**src/rtl/wd_service_ctrl.sv**
```systemverilog
// Watchdog service controller: opens a service window after SVCMIN cycles and issues one
// service pulse once every required heartbeat source has checked in; latches miss/config/overflow faults.
module wd_service_ctrl #(
   parameter int NHB = 4
) (
   input  logic           CLK,
   input  logic           WDRST,
   input  logic           ENABLE,
   input  logic [NHB-1:0] HBEAT,
   input  logic [NHB-1:0] HBMASK,
   input  logic [15:0]    SVCMIN,
   input  logic [15:0]    SVCMAX,
   input  logic           FWOVR,
   output logic           WDSRVC,
   output logic           SVCERR,
   output logic           CFGERR,
   output logic           FAULT,
   output logic [2:0]     STATE,
   output logic [7:0]     SVCCNT
);

   typedef enum logic [2:0] {
      ST_IDLE    = 3'd0,
      ST_CLOSED  = 3'd1,
      ST_OPEN    = 3'd2,
      ST_MISSED  = 3'd3,
      ST_FAULTED = 3'd4
   } state_e;

   localparam logic [NHB-1:0] HB_NONE = {NHB{1'b0}};

   state_e         state_q, state_d;
   logic [15:0]    cnt_q, cnt_d;
   logic [NHB-1:0] hb_seen_q, hb_seen_d;
   logic           wdsrvc_q, wdsrvc_d;
   logic           svcerr_q, svcerr_d;
   logic           cfgerr_q, cfgerr_d;
   logic           fault_q, fault_d;
   logic [7:0]     svccnt_q, svccnt_d;

   logic [15:0]    cnt_inc_s;
   logic [NHB-1:0] hb_all_s;
   logic           ready_s;

   // Heartbeats arriving on the deciding edge count toward readiness.
   assign cnt_inc_s = (cnt_q == 16'hFFFF) ? cnt_q : (cnt_q + 16'd1);
   assign hb_all_s  = hb_seen_q | HBEAT;
   assign ready_s   = ((hb_all_s & HBMASK) == HBMASK);

   // State register with synchronous reset.
   always_ff @(posedge CLK) begin
      if (WDRST) begin
         state_q   <= ST_IDLE;
         cnt_q     <= 16'd0;
         hb_seen_q <= HB_NONE;
         wdsrvc_q  <= 1'b0;
         svcerr_q  <= 1'b0;
         cfgerr_q  <= 1'b0;
         fault_q   <= 1'b0;
         svccnt_q  <= 8'd0;
      end else begin
         state_q   <= state_d;
         cnt_q     <= cnt_d;
         hb_seen_q <= hb_seen_d;
         wdsrvc_q  <= wdsrvc_d;
         svcerr_q  <= svcerr_d;
         cfgerr_q  <= cfgerr_d;
         fault_q   <= fault_d;
         svccnt_q  <= svccnt_d;
      end
   end

   // Next-state logic; overflow outranks every other decision outside IDLE.
   always_comb begin
      state_d   = state_q;
      cnt_d     = cnt_q;
      hb_seen_d = hb_seen_q;
      wdsrvc_d  = 1'b0;
      svcerr_d  = svcerr_q;
      cfgerr_d  = cfgerr_q;
      fault_d   = fault_q;
      svccnt_d  = svccnt_q;
      if ((state_q != ST_IDLE) && FWOVR) begin
         state_d = ST_FAULTED;
         fault_d = 1'b1;
      end else begin
         case (state_q)
            ST_IDLE: begin
               cnt_d     = 16'd0;
               hb_seen_d = HB_NONE;
               if (ENABLE && (SVCMIN < SVCMAX)) begin
                  state_d = ST_CLOSED;
               end else if (ENABLE) begin
                  cfgerr_d = 1'b1;
               end else begin
                  state_d = ST_IDLE;
               end
            end
            ST_CLOSED: begin
               if (!ENABLE) begin
                  state_d   = ST_IDLE;
                  cnt_d     = 16'd0;
                  hb_seen_d = HB_NONE;
               end else begin
                  cnt_d     = cnt_inc_s;
                  hb_seen_d = hb_all_s;
                  if (cnt_q == SVCMIN) begin
                     state_d = ST_OPEN;
                  end else begin
                     state_d = ST_CLOSED;
                  end
               end
            end
            ST_OPEN: begin
               if (!ENABLE) begin
                  state_d   = ST_IDLE;
                  cnt_d     = 16'd0;
                  hb_seen_d = HB_NONE;
               end else if (ready_s) begin
                  wdsrvc_d  = 1'b1;
                  svccnt_d  = svccnt_q + 8'd1;
                  cnt_d     = 16'd0;
                  hb_seen_d = HB_NONE;
                  state_d   = ST_CLOSED;
               end else if (cnt_q == SVCMAX) begin
                  state_d  = ST_MISSED;
                  svcerr_d = 1'b1;
                  cnt_d    = cnt_inc_s;
               end else begin
                  cnt_d     = cnt_inc_s;
                  hb_seen_d = hb_all_s;
               end
            end
            ST_MISSED: begin
               cnt_d = cnt_inc_s;
            end
            ST_FAULTED: begin
               state_d = ST_FAULTED;
            end
            default: begin
               state_d   = ST_IDLE;
               cnt_d     = 16'd0;
               hb_seen_d = HB_NONE;
            end
         endcase
      end
   end

   assign WDSRVC = wdsrvc_q;
   assign SVCERR = svcerr_q;
   assign CFGERR = cfgerr_q;
   assign FAULT  = fault_q;
   assign STATE  = state_q;
   assign SVCCNT = svccnt_q;

endmodule
```
**config.mk**
```make
export PLATFORM = sky130hd
export DESIGN_NAME = wd_service_ctrl
export DESIGN_NICKNAME = d
export VERILOG_FILES = /design/src/rtl/wd_service_ctrl.sv
export SDC_FILE = /design/constraint.sdc
export NUM_CORES = 1
export LEC_CHECK = 0
export BUFFER_PORTS_ARGS = -buffer_cell sky130_fd_sc_hd__clkbuf_2
export CAP_MARGIN = 20
export CELL_PAD_IN_SITES_DETAIL_PLACEMENT = 0
export CELL_PAD_IN_SITES_GLOBAL_PLACEMENT = 1
export CORE_UTILIZATION = 25
export CTS_CLUSTER_SIZE = 14
export DETAILED_ROUTE_END_ITERATION = 8
export HOLD_SLACK_MARGIN = 0.02
export PLACE_DENSITY = 0.65
export SYNTH_ARGS = -nofsm -noshare
export SYNTH_HDL_FRONTEND = slang
export SYNTH_SLANG_ARGS = --single-unit
```
**constraint.sdc**
```tcl
create_clock -name CLK -period 1.8 [get_ports CLK]
set_clock_uncertainty 0.05 [all_clocks]
set_input_delay 0.18 -clock CLK [delete_from_list [all_inputs] [get_ports CLK]]
set_output_delay 0.18 -clock CLK [all_outputs]
set_load 0.03 [all_outputs]
```
## Yosys cells after proc, flatten, opt, wreduce, memory -nomap -nowiden

Index checks and enable logic that the tools add are counted.

- Bits in registers: 35
- Bits of input ports: 44
- Output and inout port bits: 15

- Add/sub/neg operators: 2
- $lt $le $gt $ge: 1
- Eq/ne operators: 14
- Mux-type cells: 20
- Bitwise gates (word level): 10
- Reductions and logical operators: 14

Operator list:

| kind | count |
|---|---|
| two-way mux 16 bit | 4 |
| one-hot mux 16 bit (4 select lines) | 1 |
| equality test 16 bit | 2 |
| two-way mux 3 bit | 6 |
| adder 16 x 1 -> 16 bit, second input constant | 1 |
| equality test 16 bit, second input constant | 1 |
| < comparator 16 bit | 1 |
| two-way mux 4 bit | 4 |
| one-hot mux 3 bit (5 select lines) | 1 |
| inequality test 4 bit, second input constant | 3 |
| one-hot mux 4 bit (3 select lines) | 1 |
| AND reduction 3 bit | 3 |
| adder 8 x 1 -> 8 bit, second input constant | 1 |
| NOT 1 bit | 8 |
| AND reduction 4 bit | 2 |
| equality test 3 x 2 -> 1 bit, second input constant | 2 |
| inequality test 5 bit, second input constant | 1 |
| AND reduction 5 bit | 1 |
| bitwise AND 4 bit | 1 |
| equality test 4 bit | 1 |
| two-way mux 2 bit | 2 |
| bitwise OR 4 bit | 1 |
| OR reduction 2 bit | 2 |
| OR reduction 4 bit | 1 |
| 9 further kinds | 10 |

## Depth between registers and ports, before layout

- Depth after elaboration: 7
- Gate-level depth with buffers: 8

## Least setup slack after synthesis

No wires, ideal clock.

- Path kind: register to register
- Start point: register state_q[1], in the netlist STATE[1]
- End point: register cnt_q[10]
- Setup time: 0.115 ns
- Data arrival time: 1.820 ns
- Required time: 1.635 ns
- Slack: -0.184 ns
- Cell stages (with the launch flop): 8
- Clock period less this slack: 1.984 ns
- Path through: dfxtp_1 > buf_4 > nor2_1 > mux2_2 > a41oi_4 > nor3b_2 > xnor2_1 > nor2_1

- Longest elaborated chain between the ends: 4
- Elaborated cells between the ends (all ways): 10

RTL lines:

| what | line | RTL |
|---|---|---|
| start, declared | 32 | `state_e state_q, state_d;` |
| start signal, assigned | 62 | `state_q <= state_d;` |
| parallel branches: the longest is 4 deep, another holds one-hot mux 16 bit (4 select lines) | -- |  |
| end signal, assigned | 63 | `cnt_q <= cnt_d;` |
| end, declared | 33 | `logic [15:0] cnt_q, cnt_d;` |

Several ways; the timed one is not identified.
A chain may end at the register's enable or synchronous reset.

## Worst setup path after layout

- Start point: register hb_seen_q[3]
- End point: register svccnt_q[3], in the netlist SVCCNT[3]

- Longest elaborated chain between the ends: 4

RTL lines:

| what | line | RTL |
|---|---|---|
| start, declared | 34 | `logic [NHB-1:0] hb_seen_q, hb_seen_d;` |
| start signal, assigned | 64 | `hb_seen_q <= hb_seen_d;` |
| bitwise OR 4 bit | 47 | `assign hb_all_s = hb_seen_q \| HBEAT;` |
| bitwise AND 4 bit | 48 | `assign ready_s = ((hb_all_s & HBMASK) == HBMASK);` |
| equality test 4 bit | 48 |  |
| AND reduction 4 bit (no source line) | -- |  |
| end signal, assigned | 69 | `svccnt_q <= svccnt_d;` |
| end, declared | 39 | `logic [7:0] svccnt_q, svccnt_d;` |

Every way passes these cells.

==> run metrics <==
outcome complete, but fails checks; violated checks setup timing; area added between synthesis and finish 49.8%; gr busiest metal met2; Worst Tran Pin Value 0.459 ns; setup repair after global routing missed its margin yes; launching element type of the critical path register; Synth Area in Compound Gates 0.139; maximum capacitance violations 0; length in cells of the worst reg-to-reg path 5; Tot GR Track Use 0.146; die outline width 102 microns; die height 102 microns; antenna-violating nets left 0; number of synthesized flops with an enable pin 0; Synth Area in Adders 0.0886; number of synthesis warnings 0; fin worst setup slack -0.0210 ns; # placed instances 543; final cell count without fillers around 560; post-route total power 1980 uW; worst slew margin relative to its limit 0.694; final number of setup-violating endpoints 2; sum of overflow across all layers after global routing 0; share of synthesized area spent on multiplexers 0.0124; TritonCTS clock tree built; Post-Synth Simple-Gate Area 0.268; global-route wire length before repair approximately 12 mm; number of clock sinks 35; antenna violations before repair 0; Final Cycle Share 1.01; time the final worst path needs with I/O delays and setup between 1.5 and 2 ns; register-to-register setup slack -0.02 ns; FILL cells ~1000; Worst EP required 1.98 ns; GRT met2 Usage 0.245; vias per cell ~4.6; clk root buf sky130_fd_sc_hd__clkbuf_8; worst-skew pair later-pin latency around 0.29 ns; Worst Path Max Fanout 4; timing-limited maximum frequency between 500 and 600 MHz; total number of H-tree levels 2; XOR/XNOR Fraction of Synth Area 0.153; number of buffers added on ports 58; crit path capture type register; number of instances in the synthesized netlist 312; area of the core 9770 sq um; largest net degree at the start of global routing 20; register area share after synthesis 0.279; grt met3 use 0.0226; worst reg2reg startpoint hb_seen_q[3]; Setup TNS Final -0.0389 ns; Critical Path End SVCCNT[3]; number of slew-limit violations in the final report 0; Final #Nets between 400 and 500; number of vias in the routed layout between 2000 and 3000; clk buf depth 2; final instance area approximately 3800 sq um; Die Outline Area approximately 10000 sq um; Synth Area per Inst around 8 sq um; fraction of layout instances using a drive strength above 1 0.447; final RePlAce weighted congestion ~0.86; synthesized flop and latch total 35; placement-stage cell area 3340 sq um; wire length per cell after detailed routing 13.4 microns; classification of the worst-slack hold path in2reg; r2r endpoint SVCCNT[3]; Fin. Hold Viols 0; total length of routed wires between 7 and 8 mm; DRC 0; main combinational cell family by area after synthesis simple AND/OR/NAND/NOR gates; via count of the first global-routing pass 2483; starting DRC count in detailed routing slightly above 70; beginning of the critical path hb_seen_q[3]; initial core utilization 0.257; DP HPWL between 5 and 6 mm; Site Rows 36; arrival time of the worst setup path around 2 ns; 1st-pass router iterations 4; most used flip-flop cell after synthesis sky130_fd_sc_hd__dfxtp_1; Max VDD drop slightly below 300 uV; fraction of registers with async set/reset 0; Worst Path Class, Setup reg2reg; number of placed I/O pins slightly below 60; worst hold path startpoint HBEAT[0]; library cells used by synthesis 53; Netlist Area Pre-Place 2510 sq um; areal power density over the cells roughly 530 nW/um^2; Pleak approximately 0.0017 uW; cts bufs inserted 5; CTS clk-pin slew, worst paths around 0.08 ns; M1 GR Usage 0.193; Syn Nets 373; total inserted antenna cells 0
[cells in the final DEF (no fill, tap or decap), drive strengths merged, types with 4 or more instances in the layout]
cell,n
xnor2,21
nand3b,4
nor3,9
dfxtp,35
nor2,38
o21ai,8
buf,63
nand2,23
nand3,8
and3,4
clkbuf,63
ha,17
inv,18
a31oi,13
nor4,10
a21oi,16
nand4,13
xor2,23
[how the worst min path moves through the flow]
stage,to,cells past startpoint
after floorplan,hb_seen_q[0],2
after global placement,hb_seen_q[3],3
after detailed placement,hb_seen_q[0],3
after CTS,hb_seen_q[0],3
after global routing,hb_seen_q[2],3
final,hb_seen_q[0],3
[cells in the mapped netlist, types with 2 or more instances]
cell type | count | share of area
sky130_fd_sc_hd__nor2_1 | 37 | 0.055
sky130_fd_sc_hd__dfxtp_1 | 35 | 0.28
sky130_fd_sc_hd__nand2_1 | 23 | 0.034
sky130_fd_sc_hd__xor2_1 | 23 | 0.080
sky130_fd_sc_hd__xnor2_1 | 21 | 0.073
sky130_fd_sc_hd__inv_1 | 18 | 0.027
sky130_fd_sc_hd__ha_1 | 17 | 0.085
sky130_fd_sc_hd__a21oi_1 | 16 | 0.032
sky130_fd_sc_hd__a31oi_1 | 13 | 0.032
sky130_fd_sc_hd__nand4_1 | 12 | 0.030
sky130_fd_sc_hd__clkbuf_1 | 9 | 0.013
sky130_fd_sc_hd__nor3_1 | 8 | 0.016
sky130_fd_sc_hd__nor4_1 | 8 | 0.020
sky130_fd_sc_hd__nand3_1 | 7 | 0.014
sky130_fd_sc_hd__o21ai_0 | 7 | 0.014
sky130_fd_sc_hd__buf_2 | 6 | 0.012
sky130_fd_sc_hd__and3_1 | 4 | 0.0099
sky130_fd_sc_hd__nand3b_1 | 4 | 0.012
sky130_fd_sc_hd__nand2b_1 | 3 | 0.0075
sky130_fd_sc_hd__nor2b_1 | 3 | 0.0075
sky130_fd_sc_hd__or2_2 | 3 | 0.0075
sky130_fd_sc_hd__buf_4 | 2 | 0.0060
sky130_fd_sc_hd__mux2i_1 | 2 | 0.0080
sky130_fd_sc_hd__nand4b_1 | 2 | 0.0070
[timing repair]
item	4_1_cts	5_1_grt
setup endpoints to repair	20	23
pin swaps	2	36
cloned	0	1
gates resized for setup	14	53
hold buffers	0	0
hold endpoints to repair	0	0
buffers inserted	0	4
[critical path, cell delays in order, from the launching register on]
cell and delay (ns):
sky130_fd_sc_hd__dfxtp_2 0.36, sky130_fd_sc_hd__nor2_1 0.05, sky130_fd_sc_hd__a22o_2 0.31, sky130_fd_sc_hd__or4_4 0.47
sky130_fd_sc_hd__or3_4 0.40, sky130_fd_sc_hd__a21oi_2 0.11
[state kept, by name, indices dropped and copies added, names as in the netlist]
signal and count:
hb_seen_q 4, WDSRVC 1, CFGERR 1, cnt_q 16
STATE 3, SVCCNT 8, SVCERR 1, FAULT 1
[power by group]
| group | internal, uW | switching [uW] | total (uW) |
|---|---|---|---|
| logic | 220 | 235 | 455 |
| registers | 780 | 15.0 | 795 |
| clock network | 413 | 320 | 733 |
| total | 1410 | 570 | 1980 |
[cell families (layout without fill, tap and decap cells)]
family,Yosys count,in the layout
flip-flops,35,35
XOR/XNOR,44,44
AND/OR/NAND/NOR,125,125
adder cells (fa/ha/maj),18,18
AO/OA/AOI/OAI,51,51
buffers and inverters,36,147
multiplexers,3,3
[area by class of cell]
class	count	area [sq um]	share of cell area
Tap cell	133	166	0.0442
Clock buffer	5	68.8	0.0183
Multi-Input combinational cell	241	1900	0.505
Timing Repair Buffer	121	782	0.208
Clock inverter	3	43.8	0.0116
Sequential cell	35	736	0.195
Inverter	18	67.6	0.0179
[metrics by stage]
step / hold slack [ns] / util / setup WS [ns]
3_3_place_gp: 0.386 / 0.341 / -0.123
2_1_floorplan: 0.279 / - / -0.0271
6_report: 0.109 / 0.385 / -0.0210
4_1_cts: 0.0985 / 0.358 / -0.0129
3_5_place_dp: 0.406 / 0.341 / -0.221
5_1_grt: 0.137 / 0.385 / -0.139
[layer usage]
| layer | vias up | wire length (microns) |
|---|---|---|
| met2 | 77 | 3450 |
| met1 | 1189 | 3500 |
| li1 | 1310 | - |
| met3 | 9 | 358 |
| met5 | - | 0 |
| met4 | 0 | 130 |
No activity file was read; power rests on OpenSTA's default activity.
